### config.mk
export PLATFORM = sky130hd
export DESIGN_NAME = serial_loader
export DESIGN_NICKNAME = d
export VERILOG_FILES = /design/src/rtl/serial_loader_pkg.sv /design/src/rtl/uart_rx_core.sv /design/src/rtl/serial_loader.sv
export SDC_FILE = /design/constraint.sdc
export NUM_CORES = 1
export LEC_CHECK = 0
export BUFFER_PORTS_ARGS = -buffer_cell sky130_fd_sc_hd__buf_2
export CORE_ASPECT_RATIO = 0.6
export CORE_MARGIN = 5
export CORE_UTILIZATION = 55
export DETAILED_ROUTE_END_ITERATION = 12
export PLACE_DENSITY = 0.86
export SYNTH_ARGS = -nofsm -noshare
export SYNTH_HDL_FRONTEND = slang
export SYNTH_SLANG_ARGS = --single-unit
### constraint.sdc
create_clock -name clk -period 3.53 [get_ports clk]
set_input_delay 0.5295 -clock clk [delete_from_list [all_inputs] [get_ports clk]]
set_output_delay 0.5295 -clock clk [all_outputs]
set_load 0.02 [all_outputs]
### src/rtl/serial_loader_pkg.sv
// serial_loader_pkg: shared FSM encodings and frame constants for the serial program loader.
package serial_loader_pkg;
   localparam int HDR_W = 16;
   localparam int DATA_BITS = 8;
   localparam int STOP_BITS = 1;
   typedef enum logic [2:0] {IDLE, HDR_LO, HDR_HI, DATA, CSUM, DONE, ERROR} state_t;
   typedef enum logic [1:0] {RX_IDLE, RX_START, RX_BITS} rx_state_t;
endpackage

### src/rtl/uart_rx_core.sv
// uart_rx_core: 8N1 receiver with 2-flop synchroniser, mid-bit sampling and start-glitch rejection.
module uart_rx_core
   import serial_loader_pkg::*;
#(
   parameter int CLK_DIV = 434
) (
   input  logic                 clk,
   input  logic                 rst,
   input  logic                 rx,
   output logic [DATA_BITS-1:0] byte_data,
   output logic                 byte_valid,
   output logic                 stop_err
);
   localparam int CW = $clog2(CLK_DIV);
   rx_state_t st;
   logic [1:0] sync;
   logic prev;
   logic [CW-1:0] cnt;
   logic [3:0] idx;
   always_ff @(posedge clk or negedge rst)
      if (!rst) begin
         st <= RX_IDLE;
         sync <= 2'b11;
         prev <= 1'b1;
         cnt <= '0;
         idx <= '0;
         byte_data <= '0;
         byte_valid <= 1'b0;
         stop_err <= 1'b0;
      end else begin
         sync <= {sync[0], rx};
         prev <= sync[1];
         byte_valid <= 1'b0;
         stop_err <= 1'b0;
         if (st != RX_IDLE && cnt != '0) cnt <= cnt - 1'b1;
         else case (st)
            // edge is seen one clock late, so the wait is shortened by one to land mid start bit
            RX_IDLE: if (prev && !sync[1]) begin
               st <= RX_START;
               cnt <= CW'(CLK_DIV / 2 - 2);
            end
            RX_START: begin
               st <= sync[1] ? RX_IDLE : RX_BITS;
               cnt <= CW'(CLK_DIV - 1);
               idx <= '0;
            end
            RX_BITS: begin
               cnt <= CW'(CLK_DIV - 1);
               idx <= idx + 1'b1;
               if (idx < 4'(DATA_BITS)) byte_data <= {sync[1], byte_data[DATA_BITS-1:1]};
               else if (!sync[1]) begin
                  stop_err <= 1'b1;
                  st <= RX_IDLE;
               end else if (idx == 4'(DATA_BITS + STOP_BITS - 1)) begin
                  byte_valid <= 1'b1;
                  st <= RX_IDLE;
               end
            end
            default: st <= RX_IDLE;
         endcase
      end
endmodule

### src/rtl/serial_loader.sv
// serial_loader: UART program loader writing little-endian 32-bit words into word-addressed RAM.
// Define LOADER_CHECKSUM_EN to require a trailing XOR checksum byte after the image.
module serial_loader
   import serial_loader_pkg::*;
#(
   parameter int CLK_DIV = 434,
   parameter int D_DEPTH_WIDTH = 10
) (
   input  logic                     clk,
   input  logic                     rst,
   input  logic                     rx,
   input  logic                     start,
   output logic                     mem_en,
   output logic [3:0]               mem_we_mask,
   output logic [D_DEPTH_WIDTH-1:0] mem_addr,
   output logic [31:0]              mem_data,
   output logic                     cpu_hold,
   output logic                     busy,
   output logic                     done,
   output logic                     frame_err
);
   state_t state;
   logic [7:0] byte_data, bd_q;
   logic byte_valid, stop_err, bv_q, se_q;
   logic [HDR_W-1:0] n, len;
   logic [D_DEPTH_WIDTH-1:0] idx;
   logic [1:0] byte_cnt;
   logic [23:0] lanes;
   logic last, to_end;
`ifdef LOADER_CHECKSUM_EN
   logic [7:0] csum;
`endif
   uart_rx_core #(.CLK_DIV(CLK_DIV)) u_rx (
      .clk(clk),
      .rst(rst),
      .rx(rx),
      .byte_data(byte_data),
      .byte_valid(byte_valid),
      .stop_err(stop_err)
   );
   assign len = {bd_q, n[7:0]};
   assign last = 32'(idx) == 32'(n) - 32'd1;
   // image complete: empty header, or fourth byte of the final word
   assign to_end = bv_q && ((state == HDR_HI && len == '0) || (state == DATA && byte_cnt == 2'd3 && last));
   always_ff @(posedge clk or negedge rst)
      if (!rst) begin
         state <= IDLE;
         bd_q <= '0;
         bv_q <= 1'b0;
         se_q <= 1'b0;
         n <= '0;
         idx <= '0;
         byte_cnt <= '0;
         lanes <= '0;
         mem_en <= 1'b0;
         mem_we_mask <= 4'h0;
         mem_addr <= '0;
         mem_data <= '0;
         cpu_hold <= 1'b0;
         busy <= 1'b0;
         done <= 1'b0;
         frame_err <= 1'b0;
`ifdef LOADER_CHECKSUM_EN
         csum <= '0;
`endif
      end else begin
         bd_q <= byte_data;
         bv_q <= byte_valid;
         se_q <= stop_err;
         mem_en <= 1'b0;
         mem_we_mask <= 4'h0;
         case (state)
            IDLE, DONE, ERROR: if (start) begin
               done <= 1'b0;
               frame_err <= 1'b0;
               idx <= '0;
               byte_cnt <= '0;
               cpu_hold <= 1'b1;
               busy <= 1'b1;
               state <= HDR_LO;
`ifdef LOADER_CHECKSUM_EN
               csum <= '0;
`endif
            end
            HDR_LO: if (bv_q) begin
               n[7:0] <= bd_q;
               state <= HDR_HI;
            end
            HDR_HI: if (bv_q) begin
               n <= len;
               if (32'(len) > (32'd1 << D_DEPTH_WIDTH)) begin
                  state <= ERROR;
                  frame_err <= 1'b1;
                  busy <= 1'b0;
               end else state <= DATA;
            end
            DATA: if (bv_q) begin
               byte_cnt <= byte_cnt + 2'd1;
`ifdef LOADER_CHECKSUM_EN
               csum <= csum ^ bd_q;
`endif
               if (byte_cnt != 2'd3) lanes[{byte_cnt, 3'b000} +: 8] <= bd_q;
               else begin
                  mem_en <= 1'b1;
                  mem_we_mask <= 4'hF;
                  mem_addr <= idx;
                  mem_data <= {bd_q, lanes};
                  if (!last) idx <= idx + 1'b1;
               end
            end
`ifdef LOADER_CHECKSUM_EN
            CSUM: if (bv_q) begin
               busy <= 1'b0;
               if (bd_q == csum) begin
                  state <= DONE;
                  done <= 1'b1;
                  cpu_hold <= 1'b0;
               end else begin
                  state <= ERROR;
                  frame_err <= 1'b1;
               end
            end
`endif
            default: ;
         endcase
         if (to_end) begin
`ifdef LOADER_CHECKSUM_EN
            state <= CSUM;
`else
            state <= DONE;
            done <= 1'b1;
            busy <= 1'b0;
            cpu_hold <= 1'b0;
`endif
         end
         if (se_q && busy) begin
            state <= ERROR;
            frame_err <= 1'b1;
            busy <= 1'b0;
         end
      end
endmodule

Word-level counts from Yosys, hierarchy flattened
Cells that the tools add are included.
{"block": "word_totals", "register_bits": 144, "input_bits": 4, "elab_cells": 160}
{"block": "classes", "addsub": 6, "magnitude_cmp": 2, "eq_ne": 26, "shift": 2, "muxes": 58, "n_bitwise": 3, "n_reduce_logical": 38}
{"cell": "$mux W10", "count": 4}
{"cell": "$eq A10 B32 Y1", "count": 1}
{"cell": "$mux W1", "count": 25}
{"cell": "$bwmux W24", "count": 1}
{"cell": "$shift A8 B7 Y24 const A", "count": 1}
{"cell": "$shiftx A8 B7 Y24", "count": 1}
{"cell": "$pmux W10 S2", "count": 1}
{"cell": "$mux W3", "count": 6}
{"cell": "$mux W9", "count": 2}
{"cell": "$pmux W9 S2", "count": 1}
{"cell": "$sub A16 B1 Y17 const B", "count": 1}
{"cell": "$gt A16 B11 Y1 const B", "count": 1}
{"cell": "$logic_not A16 Y1", "count": 1}
{"cell": "$pmux W8 S2", "count": 1}
{"cell": "$reduce_and A4 Y1", "count": 4}
{"cell": "$reduce_and A3 Y1", "count": 5}
{"cell": "$mux W2", "count": 7}
{"cell": "$mux W4", "count": 3}
{"cell": "$ne A2 B2 Y1 const B", "count": 6}
{"cell": "$add A10 B1 Y10 const B", "count": 1}
{"cell": "$reduce_bool A2 Y1", "count": 5}
{"cell": "$pmux W3 S3", "count": 1}
{"cell": "$reduce_bool A9 Y1", "count": 1}
{"cell": "$sub A9 B1 Y9 const B", "count": 1}
{"cell": "other kinds (35)", "count": 54}

Longest topological paths before layout
Gate-level depths: netlist (run 1).
{"block": "logic_depth", "ltp_word": 7, "ltp_mapped": 11, "ltp_nobuf": 9}

Hierarchy
Synthesis (run 1) repeated with hierarchy kept, for this count alone.
{"block": "hier_totals", "hier_cells": 676, "area_unflattened_um2": 6630.1}
{"module": "serial_loader", "n_inst": 1, "cells_each": 553, "area_each_um2": 5231.3}
{"module": "uart_rx_core", "n_inst": 1, "cells_each": 123, "area_each_um2": 1398.8}

Worst setup path after synthesis (run 1)
OpenSTA, ideal clock, no wires.
{"block": "synth_path", "path_kind": "register to register", "start": "register n[3]", "end": "register state[0]", "setup_ps": 125, "t_arrival_ps": 2746, "setup_slack_ps": 660, "stages_incl_launch_ff": 9, "path_buffers": 1, "period_less_slack_ps": 2870, "path_cell_list": "dfrtp_1 -> or4_1 -> clkbuf_2 -> or4_1 -> a31oi_1 -> o211ai_1 -> or4_4 -> nand3_1 -> mux2_2"}
{"block": "synth_via", "elab_chain_len": 7, "word_cells_on_any_way": 18, "classes_between": "1 x add/sub; 1 x order compare; 4 x eq/ne; 5 x mux; 7 x reduce/logical"}
{"item": "start: declaration", "line": "serial_loader.sv:25", "rtl": "logic [HDR_W-1:0] n, len;"}
{"item": "start signal: assignment", "line": "serial_loader.sv:86", "rtl": "n[7:0] <= bd_q;"}
{"item": "start signal: assignment", "line": "serial_loader.sv:90", "rtl": "n <= len;"}
{"item": "$sub A16 B1 Y17", "line": "serial_loader.sv:42", "rtl": "assign last = 32'(idx) == 32'(n) - 32'd1;"}
{"item": "$eq A10 B32 Y1", "line": "serial_loader.sv:42"}
{"item": "$logic_and A1 B1 Y1", "line": "serial_loader.sv:44", "rtl": "assign to_end = bv_q && ((state == HDR_HI && len == '0) || (state == DATA && byte_cnt == 2'd3 && last));"}
{"item": "$logic_or A1 B1 Y1", "line": "serial_loader.sv:44"}
{"item": "$logic_and A1 B1 Y1", "line": "serial_loader.sv:44"}
{"item": "$ne A4 B4 Y1 (no source line) (tied with other cells)"}
{"item": "$reduce_and A4 Y1 (no source line) or $mux W3 (tied branches)"}
{"item": "end signal: assignment", "line": "serial_loader.sv:47", "rtl": "state <= IDLE;"}
{"item": "end signal: assignment", "line": "serial_loader.sv:80", "rtl": "state <= HDR_LO;"}
{"item": "end signal: assignment", "line": "serial_loader.sv:87", "rtl": "state <= HDR_HI;"}
{"item": "end: declaration", "line": "serial_loader.sv:22", "rtl": "state_t state;"}
Parallel ways exist; a longest one is shown, timed or not. The select of a mux whose other input is x is not followed.
A chain may end at the register's enable or synchronous reset.

Final worst setup path (run 1)
{"block": "layout_path", "start": "register n[2]", "end": "register idx[6]"}
{"block": "layout_via", "elab_chain_len": 4}
{"item": "$sub A16 B1 Y17", "line": "serial_loader.sv:42"}
{"item": "$eq A10 B32 Y1", "line": "serial_loader.sv:42"}
{"item": "$ne A2 B2 Y1 (no source line)"}
{"item": "$reduce_and A5 Y1 (no source line)"}
{"item": "end signal: assignment", "line": "serial_loader.sv:108", "rtl": "if (!last) idx <= idx + 1'b1;"}
{"item": "end: declaration", "line": "serial_loader.sv:26", "rtl": "logic [D_DEPTH_WIDTH-1:0] idx;"}
Every way passes these cells.

==> impl_metrics.py, run 1 <==
metrics = {
    "pwr": {
        "switching_share_pct": 28.2,
        "ir_worst_vdd_mv": 0.395,
        "power.internal_w": 0.00320,
        "seqPwrFrac_pct": 43.2,
        "p_leak_nw": 3.74,
        "powerDensity_mw_per_mm2": 596,
        "p_switching_w": 0.00126,
        "p_comb_share_pct": 14.9,
        "power.clock.fraction_pct": 42.0,
    },
    "synth": {
        "synth.top_cells.by_area": "dfrtp_1, nand2_1, mux2_2",
        "ys_seq_elements": 140,
        "synthesis.area_mm2": 0.00644,
        "syn_inst": 676,
        "postSynthAreaPerCell_um2": 9.53,
        "synth.distinct_cells": 55,
        "ys.flop_type": "dfrtp_1",
        "syn_nets": 695,
        "yosysWarnings": 0,
        "yosys.area.top_type": "dfrtp_1",
        "synth_edf_count": 0,
        "ys_seq_area_share_pct": 54.4,
        "async_flop_share_pct": 100,
        "synth_top_cell_area_share_pct": 53.2,
    },
    "die": {
        "start_util_pct": 56.6,
        "die_w_um": 150,
        "core_mm2": 0.0114,
        "num_rows": 30,
        "ios": 55,
        "die_h_um": 93.8,
        "fp.dieArea_mm2": 0.0140,
    },
    "setup_path": {
        "cp_max_fo": 20,
        "rr_worst_depth": 8,
        "r2r-end": "idx[6]",
        "worstReg2RegStart": "n[2]",
        "crit_path_end_kind": "flip-flop",
        "worstSetupPathType": "reg2reg",
        "critical_path_required_ps": 3860,
        "arrival_ps": 3470,
        "rrSetupSlack_ps": 390,
        "cp-start-kind": "flip-flop",
    },
    "clock_tree": {
        "cts_tree": "done",
        "cts_hold_buf": 0,
        "cts_resized": 0,
        "clk_pin_slew_ps": 60,
        "root_buffer": "clkbuf_16",
        "h-tree-depth": 4,
        "cts.path.max_buffers": 2,
        "cts_buffers": 17,
        "clkLatencyLatePin_ps": 410,
        "cts.sinks": 140,
        "postCtsSetupBuffers": 0,
    },
    "timing": {
        "clock_skew_ps": 8.21,
        "worst_pin_slew_ps": 991,
        "rsz0062_at_grt": "false",
        "final-max-slew-violation-count": 0,
        "tns_ps": 0,
        "fmax_mhz": 318,
        "worst_slew_margin_rel_pct": 33.7,
        "hold_ws_ps": 201,
        "hold_violations": 0,
        "period_share_pct": 89.0,
        "period_needed_ps": 3140,
        "setup_viol": 0,
    },
    "drt": {
        "wl_per_cell_um": 16.7,
        "vias_per_cell": 5.67,
        "drc_errors": 0,
        "ant_nets": 0,
        "dr_total_vias": 5112,
        "drtIter0Drc": 501,
        "dr.pass1.iters": 5,
        "wl_um": 15000,
    },
    "final_layout": {
        "layout_commonest_cell": "nand2_1",
        "drive_gt1_share_pct": 17.7,
        "multiInputGateArea_mm2": 0.00273,
        "layout_common_cells": "nand2_1, dfrtp_1, buf_2, o21ai_0",
        "n_antenna_cell": 0,
        "n_fill_cell": 837,
        "nets": 747,
        "syn2layout_area_growth_pct": 16.0,
        "regArea_mm2": 0.00351,
    },
    "global_routing": {
        "grt_pass1_vias": 5009,
        "antenna_found_initial": 0,
        "grt_usage_pct": 22.8,
        "grt_first_pass_wirelength_um": 25100,
        "grt_overflow": 0,
        "grt_max_degree": 100,
    },
    "run": {
        "max_cap_violations": 0,
    },
    "placement": {
        "hpwlAfterDp_um": 10100,
        "gp_congestion": 0.944,
        "io_buffers": 54,
    },
    "run_status": {
        "status": "completed",
    },
    "min_path": {
        "min_path_type": "in2async",
    },
}
==> logic make-up (layout without fill, tap and decap cells) <==
logic type	after synthesis	in the layout	share of synthesized area, %
AOI/OAI and AO/OA	115	115	11.0
xor gates and xnor gates	11	11	1.50
buffers and inverters	49	114	3.30
adders and majority gates	15	15	2.91
and+or+nand+nor	321	321	22.5
muxes	25	25	4.33
DFF	140	140	54.4
==> metal layers <==
layer,global-route usage [%],routed length (um),vias up,part of all wire [%]
li1,-,-,2410,-
met1,33.0,6940,2466,46
met2,34.2,6640,205,44
met3,4.58,1120,31,7.5
met4,8.22,306,0,2.0
met5,0,0,-,0
==> power groups by stage <==
stage | logic, W | clock network (W) | registers, W
after floorplan | 0.000483 | 0 | 0.00187
after global placement | 0.000613 | 0 | 0.00193
after detailed placement | 0.000645 | 0 | 0.00194
after CTS | 0.000655 | 0.00189 | 0.00192
after global routing | 0.000745 | 0.00198 | 0.00194
final | 0.000663 | 0.00187 | 0.00192
==> synth_stat cells, types with 13 or more instances <==
library cell,instances
nand2_1,211
clkbuf_1,19
inv_1,18
nand3_1,13
dfrtp_1,137
ha_1,15
mux2_2,23
a21oi_1,19
nor2_1,23
o21ai_0,50
==> how the worst max path moves through the flow <==
stage / from / to
after floorplan: n[3] / state[0]
after global placement: n[3] / state[0]
after detailed placement: n[3] / state[0]
after CTS: n[3] / state[0]
after global routing: n[0] / idx[6]
final: n[2] / idx[6]
==> through the flow <==
stage	utilization [%]	total power [W]	area [um^2]	std cells	worst slack, ps
after floorplan	-	0.00235	6440	676	660
after global placement	60.3	0.00254	6850	869	525
after detailed placement	60.3	0.00259	6850	869	488
after CTS	65.7	0.00446	7470	901	445
after global routing	65.7	0.00466	7470	901	254
final	65.7	0.00446	7470	901	388
==> critical path, cell delays in order, from the launching register on <==
cell     delay [ps]
dfrtp_1         500
or3_1           510
xor2_1          180
and3_1          180
o32ai_1         550
nor4_2          110
buf_4           220
or4b_2          640
a21oi_1         160
==> layout make-up <==
type                            instances  area share, %
Inverter                               19          0.954
Clock inverter                         11           2.26
Clock buffer                           21           6.03
Timing Repair Buffer                   63           4.60
Multi-Input combinational cell        487           36.5
Tap cell                              160           2.68
Sequential cell                       140           46.9
==> registers in the layout, summed over array words and instances, names as in the netlist, 2 cells and up <==
| name | flops |
|---|---|
| mem_data | 32 |
| lanes | 24 |
| n | 16 |
| idx | 10 |
| mem_addr | 10 |
| u_rx.cnt | 9 |
| bd_q | 8 |
| u_rx.byte_data | 8 |
| u_rx.idx | 4 |
| state | 3 |
| byte_cnt | 2 |
| u_rx.st | 2 |
| u_rx.sync | 2 |
(Power assumes the default switching activity.)
==> run 2: changes to the inputs <==
==> constraint.sdc (replaced) <==
create_clock -name clk -period 3.3 [get_ports clk]
set_input_delay 0.495 -clock clk [delete_from_list [all_inputs] [get_ports clk]]
set_output_delay 0.495 -clock clk [all_outputs]
set_load 0.02 [all_outputs]
==> run 2 against run 1 <==
  * Clock power rose by 4%
  * Flip-flop and latch count did not move
  * Sequential share of layout area barely moved
  * First-iteration DRC count fell by 2.4%
  * Critical endpoint unchanged
  * Highest routed layer unchanged
==> impl_metrics.py, run 2 (synthesis results as in run 1) <==
metrics = {
    "run": {
        "max_cap_violations": 0,
    },
    "setup_path": {
        "worstSetupPathType": "reg2reg",
        "arrival_ps": 3420,
        "cpLargestDelayFamily": "simple AND/OR/NAND/NOR gates",
        "path_buf_inv": 2,
        "crit_path_end_kind": "flip-flop",
        "crit_chain": "inv_1 -> ha_1 -> nand2b_1 -> nor4_1 -> and3_1 -> o32ai_1 -> nor4_2 -> buf_4 -> or4b_2 -> a21oi_1",
        "cp_max_fo": 20,
        "cpPeakStageDelay_ps": 640,
        "critPathSlowestCell": "or4b_2",
        "cp-start-kind": "flip-flop",
        "critical_path_required_ps": 3630,
    },
    "drt": {
        "ant_nets": 0,
        "wl_um": 15200,
        "wl_per_cell_um": 16.9,
        "dr.pass1.iters": 5,
        "drc_errors": 0,
        "drtIter0Drc": 489,
        "vias_per_cell": 5.72,
        "dr_total_vias": 5164,
    },
    "timing": {
        "clock_skew_ps": 14.0,
        "rsz0062_at_grt": "false",
        "final-max-slew-violation-count": 0,
        "hold_violations": 0,
        "setup_viol": 0,
        "fmax_mhz": 324,
        "worst_pin_slew_ps": 927,
        "period_needed_ps": 3090,
        "tns_ps": 0,
        "worst_slew_margin_rel_pct": 38.0,
        "period_share_pct": 93.6,
    },
    "final_layout": {
        "final_cells": 903,
        "drive_gt1_share_pct": 18.0,
        "syn2layout_area_growth_pct": 16.1,
        "n_antenna_cell": 0,
        "n_fill_cell": 883,
        "layout_commonest_cell": "nand2_1",
        "largest_register": "mem_data",
        "multiInputGateArea_mm2": 0.00273,
        "largest_reg_flops": 32,
        "layout_common_cells": "nand2_1, dfrtp_1, buf_2, o21ai_0",
        "regArea_mm2": 0.00351,
        "top_regs": "mem_data (32), lanes (24), n (16)",
        "nets": 749,
    },
    "clock_tree": {
        "root_buffer": "clkbuf_16",
        "cts.path.max_buffers": 2,
        "cts_resized": 0,
        "clkLatencyLatePin_ps": 420,
        "cts.sinks": 140,
        "cts_tree": "done",
        "h-tree-depth": 4,
        "postCtsSetupBuffers": 0,
        "cts_hold_buf": 0,
        "clk_pin_slew_ps": 60,
        "cts_buffers": 17,
    },
    "die": {
        "core_mm2": 0.0114,
        "die_h_um": 93.8,
        "fp.dieArea_mm2": 0.0140,
        "ios": 55,
        "num_rows": 30,
        "die_w_um": 150,
        "start_util_pct": 56.6,
    },
    "placement": {
        "hpwlAfterDp_um": 10200,
        "dp.cells": 871,
        "gp_congestion": 0.921,
        "io_buffers": 54,
    },
    "run_status": {
        "status": "completed",
    },
    "global_routing": {
        "grt_usage_pct": 22.8,
        "grt_max_degree": 86,
        "grt_first_pass_wirelength_um": 25300,
        "antenna_found_initial": 0,
        "grt_overflow": 0,
        "grt_pass1_vias": 5086,
    },
    "pwr": {
        "p_leak_nw": 3.75,
        "ir_worst_vdd_mv": 0.384,
        "powerDensity_mw_per_mm2": 634,
    },
    "min_path": {
        "min_path_type": "in2async",
    },
}
## run 2: cell count changes in the layout (fill, tap and decap cells not counted)
| cell | before | now |
|---|---|---|
| buf_12 | 0 | 1 |
| buf_4 | 9 | 10 |
| bufinv_16 | 4 | 3 |
| clkbuf_1 | 3 | 2 |
| clkbuf_8 | 1 | 0 |
| clkinv_4 | 0 | 1 |
| inv_6 | 1 | 3 |
## run 2: routing by layer
metal | routed length, um | vias to the layer above | GRT usage (%)
li1 | - | 2420 | -
met4 | 221 | 0 | 6.24
met3 | 981 | 23 | 6.17
met1 | 6980 | 2559 | 31.2
met5 | 0 | - | 0
met2 | 7060 | 162 | 36.3
## run 2: stage by stage
| stage | util [%] | hold WS, ps | setup slack, ps | power, W | area, um^2 |
|---|---|---|---|---|---|
| after floorplan | - | 199 | 430 | 0.00252 | 6440 |
| after global placement | 60.5 | 335 | 305 | 0.00274 | 6880 |
| after detailed placement | 60.5 | 343 | 243 | 0.00279 | 6880 |
| after CTS | 65.8 | 162 | 234 | 0.00475 | 7480 |
| after global routing | 65.8 | 166 | 58.4 | 0.00495 | 7480 |
| final | 65.8 | 136 | 211 | 0.00474 | 7480 |
## run 2: power by group
| group | leakage, nW | internal (W) | switching, W |
|---|---|---|---|
| clock | 0.280 | 0.00119 | 0.000757 |
| sequential | 1.90 | 0.00185 | 0.000208 |
| combinational | 1.57 | 0.000294 | 0.000433 |
## run 2: layout make-up
type                            instances  share of cell area (%)
Multi-Input combinational cell        487                    36.5
Sequential cell                       140                    46.9
Clock inverter                         13                    2.21
Inverter                               19                   0.954
Tap cell                              160                    2.68
Timing Repair Buffer                   65                    4.97
Clock buffer                           19                    5.79
## run 2: worst paths after layout
check / cells after the start / slack (ps) / endpoint / from
setup reg to reg: 10 / 210 / idx[6] / n[0]
setup / recovery: 10 / 210 / idx[6] / n[0]
min in group clk: 1 / 170 / u_rx.sync[0] / rx
hold reg to reg: 0 / 350 / bv_q / u_rx.byte_valid
max in group asynchronous: 2 / 2340 / u_rx.sync[1] / rst
hold / removal: 1 / 140 / mem_data[7] / rst
==> run 3: changes to the inputs <==
--- a/config.mk
+++ b/config.mk
@@ -5,12 +5,13 @@
 export SDC_FILE = /design/constraint.sdc
 export NUM_CORES = 1
 export LEC_CHECK = 0
-export BUFFER_PORTS_ARGS = -buffer_cell sky130_fd_sc_hd__buf_2
 export CORE_ASPECT_RATIO = 0.6
 export CORE_MARGIN = 5
 export CORE_UTILIZATION = 55
 export DETAILED_ROUTE_END_ITERATION = 12
-export PLACE_DENSITY = 0.86
+export DONT_BUFFER_PORTS = 1
+export MAX_ROUTING_LAYER = met4
+export PLACE_DENSITY = 0.82
 export SYNTH_ARGS = -nofsm -noshare
 export SYNTH_HDL_FRONTEND = slang
 export SYNTH_SLANG_ARGS = --single-unit
==> run 3 against run 2 <==
  * The run now ends with negative hold slack left
  * Non-clock buffer count shrank 54
  * Sequential share of layout area up 1.6 points
  * Critical endpoint is now state[0]
  * Final cell count down 6.0%
  * Core utilization down 2.2 points
  * Sequential power about the same
  * Largest cell class unchanged
  * Largest power group unchanged
==> impl_metrics.py, run 3 (synthesis results as in run 1) <==
metrics = {
    "pwr": {
        "ir_worst_vdd_mv": 0.463,
        "total_power_w": 0.00480,
        "powerDensity_mw_per_mm2": 664,
        "p_leak_nw": 3.47,
    },
    "clock_tree": {
        "cts_tree": "done",
        "root_buffer": "clkbuf_16",
        "cts.sinks": 140,
        "h-tree-depth": 4,
        "clk_pin_slew_ps": 60,
        "cts_resized": 0,
        "clkLatencyLatePin_ps": 420,
        "cts.path.max_buffers": 2,
        "postCtsSetupBuffers": 0,
        "cts_buffers": 17,
    },
    "drt": {
        "dr.pass1.iters": 5,
        "dr_total_vias": 4905,
        "ant_nets": 0,
        "drc_errors": 0,
        "vias_per_cell": 5.78,
        "drtIter0Drc": 482,
        "wl_um": 15100,
        "wl_per_cell_um": 17.7,
    },
    "timing": {
        "final-max-slew-violation-count": 0,
        "setup_viol": 0,
        "period_needed_ps": 3090,
        "tns_ps": 0,
        "clock_skew_ps": 6.43,
        "rsz0062_at_grt": "false",
        "fmax_mhz": 324,
        "period_share_pct": 93.7,
        "hold_ws_ps": -226,
        "worst_slew_margin_rel_pct": 31.8,
        "hold_violations": 140,
        "worst_pin_slew_ps": 1020,
    },
    "placement": {
        "io_buffers": 0,
        "gp_congestion": 0.913,
        "hpwlAfterDp_um": 10100,
    },
    "die": {
        "num_rows": 30,
        "die_h_um": 93.8,
        "die_w_um": 150,
        "ios": 55,
        "fp.dieArea_mm2": 0.0140,
        "start_util_pct": 56.6,
        "core_mm2": 0.0114,
    },
    "min_path": {
        "min_path_type": "in2async",
    },
    "setup_path": {
        "rr_worst_depth": 7,
        "crit_path_end_kind": "flip-flop",
        "cp_num_cells": 7,
        "worstReg2RegStart": "n[4]",
        "critical_path_required_ps": 3600,
        "cpPeakStageDelay_ps": 680,
        "crit_chain": "or4_1 -> or4_1 -> a31oi_1 -> o211ai_1 -> or4_4 -> nand3_1 -> mux2_2",
        "r2r-end": "state[0]",
        "arrival_ps": 3390,
        "critPathSlowestCell": "or4_1",
        "cpLargestDelayFamily": "simple AND/OR/NAND/NOR gates",
        "path_buf_inv": 0,
        "cp-start-kind": "flip-flop",
        "cp_max_fo": 7,
        "rrSetupSlack_ps": 210,
        "cpMostUsedCell": "or4_1",
        "worstSetupPathType": "reg2reg",
    },
    "global_routing": {
        "grt_pass1_vias": 4866,
        "grt_max_degree": 141,
        "grt_usage_pct": 23.3,
        "antenna_found_initial": 0,
        "grt_overflow": 0,
        "grt_first_pass_wirelength_um": 24800,
    },
    "final_layout": {
        "layout_commonest_cell": "nand2_1",
        "n_antenna_cell": 0,
        "syn2layout_area_growth_pct": 12.3,
        "nets": 695,
        "top_regs": "mem_data (32), lanes (24), n (16)",
        "layout_common_cells": "nand2_1, dfrtp_1, o21ai_0, nor2_1, mux2_2",
        "largest_reg_flops": 32,
        "drive_gt1_share_pct": 11.5,
        "largest_register": "mem_data",
    },
    "run": {
        "max_cap_violations": 0,
    },
    "run_status": {
        "status": "finished, violations left",
        "violations": "negative hold slack",
    },
}
[run 3: changes by cell type in the layout (fill, tap and decap cells not counted)]
cell        delta
buf_6          -1
clkbuf_1       +1
inv_6          -2
bufinv_16      +1
buf_2         -53
clkinvlp_4     -3
clkinv_4       +1
clkbuf_8       +2
[run 3: through the flow]
stage | cells | instance area (um^2) | utilization (%) | setup slack (ps)
2_1_floorplan | 676 | 6440 | - | 430
3_3_place_gp | 817 | 6600 | 58.1 | 286
3_5_place_dp | 817 | 6600 | 58.1 | 263
4_1_cts | 849 | 7230 | 63.6 | 239
5_1_grt | 849 | 7230 | 63.6 | 2.39
6_report | 849 | 7230 | 63.6 | 209
[run 3: final cells by class]
type / instances / area, um^2
Inverter: 19 / 71.3
Fill cell: 919 / 4140
Clock inverter: 10 / 164
Multi-Input combinational cell: 487 / 2730
Sequential cell: 140 / 3510
Clock buffer: 22 / 464
Timing Repair Buffer: 11 / 95.1
Tap cell: 160 / 200
[run 3: where the power goes]
part	total, W	switching [W]	internal (W)
Sequential	0.00207	0.000219	0.00185
Clock	0.00205	0.000744	0.00131
Combinational	0.000678	0.000393	0.000285
[run 3: how the worst max path moves through the flow]
stage | from | end | slack (ps)
global placement | n[3] | state[0] | 290
CTS | n[3] | state[0] | 240
global route | n[0] | idx[6] | 2
floorplan | n[3] | state[0] | 430
detailed placement | n[3] | state[0] | 260
finish | n[4] | state[0] | 210
[run 3: routing by layer]
layer / routed length (um) / GRT usage (%) / vias to the layer above
li1: - / - / 2309
met1: 7090 / 31.3 / 2426
met2: 6800 / 34.7 / 150
met3: 1030 / 7.23 / 20
met4: 150 / 6.24 / 0
met5: 0 / - / -
[run 3: worst reg2reg max path, stage by stage, from the launching register on]
cell and delay, ps:
dfrtp_1 450, or4_1 680, or4_1 560, a31oi_1 220, o211ai_1 110, or4_4 520, nand3_1 90, mux2_2 330
